===== src/rtl/fwd_pkg.sv =====
// Shared types and defaults for the forwarding/bypass unit of the 8-bit pipelined core.
package fwd_pkg;

  localparam int DATA_W     = 8;
  localparam int REG_ADDR_W = 3;

  localparam logic [REG_ADDR_W-1:0] FWD_ZERO_REG = '0;

  typedef struct packed {
    logic                  valid;
    logic                  wr_en;
    logic                  is_load;
    logic [REG_ADDR_W-1:0] rd;
    logic [DATA_W-1:0]     value;
  } fwd_stage_t;

  function automatic logic stage_match(fwd_stage_t st, logic [REG_ADDR_W-1:0] src);
    return st.valid & st.wr_en & (st.rd == src) & (src != FWD_ZERO_REG);
  endfunction

endpackage


===== src/rtl/fwd_stage_reg.sv =====
// One forwarding tracking register: async reset, flush inserts a bubble, hold freezes.
module fwd_stage_reg
  import fwd_pkg::*;
(
  input  logic       clk,
  input  logic       rst,
  input  logic       flush,
  input  logic       hold,
  input  fwd_stage_t d,
  output fwd_stage_t q
);

  fwd_stage_t bubble;

  always_comb begin
    bubble       = d;
    bubble.valid = 1'b0;
  end

  always_ff @(posedge clk or posedge rst) begin
    if (rst)
      q <= '0;
    else if (flush)
      q <= bubble;
    else if (!hold)
      q <= d;
  end

endmodule


===== src/rtl/fwd_bypass_unit.sv =====
// EX/MEM and MEM/WB forward tracking, ID operand bypass and load-use stall detection.
// Optional statistics counters are enabled by defining FWD_STATS_EN.
module fwd_bypass_unit #(
  parameter int DATA_W     = fwd_pkg::DATA_W,
  parameter int REG_ADDR_W = fwd_pkg::REG_ADDR_W
) (
  input  logic                  clk,
  input  logic                  rst,
  input  logic                  pipe_stall,
  input  logic                  pipe_flush,
  input  logic                  ex_valid,
  input  logic                  ex_wr_en,
  input  logic                  ex_is_load,
  input  logic [REG_ADDR_W-1:0] ex_rd,
  input  logic [DATA_W-1:0]     ex_fwd_value,
  input  logic [DATA_W-1:0]     mem_load_data,
  input  logic [REG_ADDR_W-1:0] id_rs,
  input  logic [REG_ADDR_W-1:0] id_rt,
  input  logic [DATA_W-1:0]     rf_rs_data,
  input  logic [DATA_W-1:0]     rf_rt_data,
  output logic [DATA_W-1:0]     id_rs_val,
  output logic [DATA_W-1:0]     id_rt_val,
  output logic                  hazard_stall,
  output logic                  wb_wr_en,
  output logic [REG_ADDR_W-1:0] wb_rd,
  output logic [DATA_W-1:0]     wb_data
`ifdef FWD_STATS_EN
  ,
  output logic [15:0]           fwd_hit_cnt,
  output logic [15:0]           stall_cnt
`endif
);

  import fwd_pkg::*;

  fwd_stage_t ex_in, ex_mem, mem_in, mem_wb;
  logic       rs_em, rs_mw, rt_em, rt_mw;

  always_comb begin
    ex_in = '{valid: ex_valid, wr_en: ex_wr_en, is_load: ex_is_load,
              rd: ex_rd, value: ex_fwd_value};
    // Load data is resolved on entry to MEM/WB, so MEM/WB never carries a pending load.
    mem_in = ex_mem;
    if (ex_mem.is_load) begin
      mem_in.value   = mem_load_data;
      mem_in.is_load = 1'b0;
    end
  end

  fwd_stage_reg u_ex_mem (
    .clk   (clk),
    .rst   (rst),
    .flush (pipe_flush),
    .hold  (pipe_stall),
    .d     (ex_in),
    .q     (ex_mem)
  );

  // A flush still lets MEM/WB advance from the old EX/MEM contents.
  fwd_stage_reg u_mem_wb (
    .clk   (clk),
    .rst   (rst),
    .flush (1'b0),
    .hold  (pipe_stall & ~pipe_flush),
    .d     (mem_in),
    .q     (mem_wb)
  );

  always_comb begin
    rs_em = stage_match(ex_mem, id_rs);
    rs_mw = stage_match(mem_wb, id_rs);
    rt_em = stage_match(ex_mem, id_rt);
    rt_mw = stage_match(mem_wb, id_rt);

    id_rs_val = rf_rs_data;
    if (id_rs == FWD_ZERO_REG) id_rs_val = '0;
    else if (rs_em)            id_rs_val = mem_in.value;
    else if (rs_mw)            id_rs_val = mem_wb.value;

    id_rt_val = rf_rt_data;
    if (id_rt == FWD_ZERO_REG) id_rt_val = '0;
    else if (rt_em)            id_rt_val = mem_in.value;
    else if (rt_mw)            id_rt_val = mem_wb.value;

    hazard_stall = ex_valid & ex_wr_en & ex_is_load & (ex_rd != FWD_ZERO_REG) &
                   ((ex_rd == id_rs) | (ex_rd == id_rt));
  end

  always_comb begin
    wb_wr_en = mem_wb.valid & mem_wb.wr_en;
    wb_rd    = mem_wb.rd;
    wb_data  = mem_wb.value;
  end

`ifdef FWD_STATS_EN
  logic fwd_hit;

  always_comb fwd_hit = ~pipe_stall & (rs_em | rs_mw | rt_em | rt_mw);

  always_ff @(posedge clk or posedge rst) begin
    if (rst) begin
      fwd_hit_cnt <= '0;
      stall_cnt   <= '0;
    end else begin
      if (fwd_hit && fwd_hit_cnt != '1)    fwd_hit_cnt <= fwd_hit_cnt + 16'd1;
      if (hazard_stall && stall_cnt != '1) stall_cnt   <= stall_cnt + 16'd1;
    end
  end
`endif

endmodule

===== config.mk =====
export PLATFORM = sky130hd
export DESIGN_NAME = fwd_bypass_unit
export DESIGN_NICKNAME = d
export VERILOG_FILES = /design/src/rtl/fwd_pkg.sv /design/src/rtl/fwd_stage_reg.sv /design/src/rtl/fwd_bypass_unit.sv
export SDC_FILE = /design/constraint.sdc
export NUM_CORES = 1
export LEC_CHECK = 0
export ABC_AREA = 1
export BUFFER_PORTS_ARGS = -buffer_cell sky130_fd_sc_hd__clkbuf_2
export CAP_MARGIN = 20
export CORE_MARGIN = 8
export CORE_UTILIZATION = 50
export CTS_CLUSTER_DIAMETER = 40
export DETAILED_ROUTE_END_ITERATION = 12
export GPL_ROUTABILITY_DRIVEN = 0
export PLACE_DENSITY = 0.77
export SYNTH_ARGS = -nofsm -noshare
export SYNTH_HDL_FRONTEND = slang
export SYNTH_SLANG_ARGS = --single-unit

===== constraint.sdc =====
create_clock -name clk -period 1.45 [get_ports clk]
set_clock_uncertainty 0.05 [all_clocks]
set_input_delay 0.145 -clock clk [delete_from_list [all_inputs] [get_ports clk]]
set_output_delay 0.145 -clock clk [all_outputs]
set_load 0.1 [all_outputs]

==> impl_metrics.csv <==
group,metric,value,unit
status,status,"finished with violations",
status,failed_checks,"setup timing",
critical_path,worstSetupPathType,"reg -> out",
power_and_ir_drop,p_leak,1.87,nW
place,dpl.hpwl,5290,um
sta,tns,-9.12,ns
routing,routed_via_density,5.53,
synthesis,synth_top_area_frac,0.321,
die,die_area,6540,um^2
place,io_buffers,76,
routing,drt_pass1_iterations,5,
routing,drt-total-wl,8520,um
global_routing,globalRouteMet1Util,0.270,
synthesis,synth-seq-cells,27,
synthesis,ys_warn_count,0,
synthesis,muxShareOfSynthArea,0,
synthesis,yosysUniqueCellTypes,21,
die,core.rowCount,23,
final_layout,n_antenna_cell,0,
place,dpl_worst_slack,-0.268,ns
sta,worst_pin_slew,0.494,ns
synthesis,synth_fa_ha_area_frac,0,
sta,relSlewSlack,0.670,
flow_run,maxCapViolCount,0,
synthesis,synth_top_family_by_area,"simple AND/OR/NAND/NOR gates",
die,chipHeight,80.8,um
sta,period_share,1.41,
die,start_util,0.522,
critical_path,critPathMaxFanout,8,
routing,drc,0,
die,core_area,4030,um^2
die,io_pins,77,
global_routing,grt_pass1_vias,2577,
final_layout,final_cell_area,3550,um^2
synthesis,synth_compound_area_frac,0.146,
critical_path,start_kind,"register",
synthesis,synth_edf_count,0,
final_layout,fin_util,0.881,
synthesis,synthCells,334,
synthesis,syn_area,2100,um^2
clock_network,clockRootBuffer,"clkbuf_8",
critical_path,cp.required,1.25,ns
final_layout,nets,486,
sta,min_period,2.05,ns
routing,ant_nets,0,
sta,fin_ws,-0.597,ns
routing,wl_per_cell,17.5,um
sta,hold_viol_final,0,
synthesis,synth_most_common_cell,"nand2_1",
synthesis,yosys.area.top_type,"dfrtp_1",
synthesis,netlist_top_cells_count,"nand2_1, inv_1, nor2_1",
hold_path,min_path_type,"in -> reg",
synthesis,postSynthAreaPerCell,6.29,um^2
global_routing,antenna_found_initial,0,
synthesis,synth_area_leaders,"dfrtp_1, nand2_1, inv_1, o21ai_0, nor2_1",
clock_network,cts.sinks,27,
routing,drt-initial-drc-count,289,
power_and_ir_drop,p_per_area,859,nW/um^2
global_routing,grtUsageTotal,0.226,
sta,clock.fmax,488,MHz
place,place_area,3180,um^2
clock_network,cts_tree,"done",
routing,vias,2695,
critical_path,arrival,1.85,ns
global_routing,grt_overflow_total,0,
synthesis,synth-simple-area-share,0.328,
sta,rsz0062_at_grt,"true",
clock_network,clockBufferDepth,2,
power_and_ir_drop,finalPower,3.05,mW
global_routing,groute.layer.met2.usage,0.384,
critical_path,endpoint_kind,"primary output",
synthesis,yosysSeqAreaShare,0.321,
synthesis,synthFlopType,"dfrtp_1",
clock_network,ctsHtreeMaxLevel,1,
global_routing,grt_use_met3,0.0386,
final_layout,area_delta_synth_final,68.9,%
die,die_w,80.8,um
global_routing,grt_pass1_wl,12000,um
final_layout,fillCellCount,204,
final_layout,drive_gt1_frac,0.487,
global_routing,grt_max_degree,36,
synthesis,async_flop_share,1.00,
sta,finalSetupViolations,17,
synthesis,synth_xor_area_frac,0.0333,
clock_network,clock_latency,0.26,ns
synthesis,synth_nets,382,
clock_network,path_clk_slew,0.09,ns
sta,finalMaxSlewViolations,0,
clock_network,cts_buffers,3,
global_routing,grt_busiest_layer,"met2",
power_and_ir_drop,ir_drop,0.000684,V
-- layout by cell type (no fill, tap or decap), types with 12 or more instances in the layout --
cell type,count
inv_1,44
nor2_4,23
nand3_1,17
buf_12,23
dfrtp_1,26
o21ai_1,12
nand2_1,82
nor2_2,16
clkbuf_2,47
o21ai_0,27
buf_4,42
-- power by group --
group | internal [mW] | total [mW] | switching, mW | leakage (nW)
clock network | 0.196 | 0.413 | 0.216 | 0.0228
registers | 0.829 | 0.920 | 0.0903 | 0.323
logic | 0.574 | 1.72 | 1.15 | 1.52
total | 1.60 | 3.05 | 1.45 | 1.87
-- kinds of logic (layout without fill, tap and decap cells) --
kind of cell              count (synthesis)  after routing
AOI/OAI and AO/OA                        61             61
xor gates and xnor gates                  8              8
buffers and inverters                    75            177
DFF                                      27             27
and+or+nand+nor                         163            164
-- worst max-delay path, stage by stage (launching register included) --
cell,delay (ns)
dfrtp_1,0.39
inv_2,0.11
nand3_1,0.12
o21ai_2,0.15
nand2_4,0.15
o21ai_0,0.27
buf_4,0.19
nor2_4,0.04
buf_12,0.16
-- sequential cells by signal, summed over array words and instances (netlist names) --
register and cells:
u_ex_mem.q 14, u_mem_wb.q 13
-- through the flow --
stage	hold WS (ns)	instances
final	0.0186	487
after global routing	0.00782	487
after CTS	0.0116	485
after detailed placement	0.154	472
after global placement	0.149	472
after floorplan	0.148	334
-- final cells by class --
class | count | area [um^2] | area share
Multi-Input combinational cell | 233 | 1460 | 0.411
Timing Repair Buffer | 120 | 1100 | 0.311
Sequential cell | 27 | 677 | 0.191
Inverter | 53 | 203 | 0.0571
Tap cell | 50 | 62.6 | 0.0176
Clock buffer | 4 | 45.0 | 0.0127
-- final timing paths --
path	from	endpoint	slack, ns	depth (start not counted)
setup reg to reg	u_ex_mem.q[11]$_DFFE_PP0N_	u_mem_wb.q[1]$_DFFE_PP0N_	0.30	2
setup / recovery	u_ex_mem.q[8]$_DFFE_PP0N_	id_rs_val[4]	-0.60	8
hold / removal	pipe_flush	u_ex_mem.q[13]$_DFFE_PP0N_	0.02	2
hold reg to reg	u_ex_mem.q[6]$_DFFE_PP0N_	u_ex_mem.q[6]$_DFFE_PP0N_	0.43	2
min in group asynchronous	rst	u_ex_mem.q[13]$_DFFE_PP0N_	0.41	4
max in group asynchronous	rst	u_ex_mem.q[11]$_DFFE_PP0N_	0.66	4
-- metal layers --
layer | vias up | wire (um)
met5 | - | 0
met4 | 0 | 444
met1 | 1241 | 3350
met3 | 48 | 633
met2 | 173 | 4090
li1 | 1233 | -
-- what timing repair did --
action,in CTS,in global routing
hold buffers,1,0
endpoints found under the setup margin,16,18
gates resized for setup,30,29
gates cloned,1,0
pin swaps,13,11
buffers inserted,10,3
hold endpoints to repair,27,0
Power figures use the tool's default switching activity.
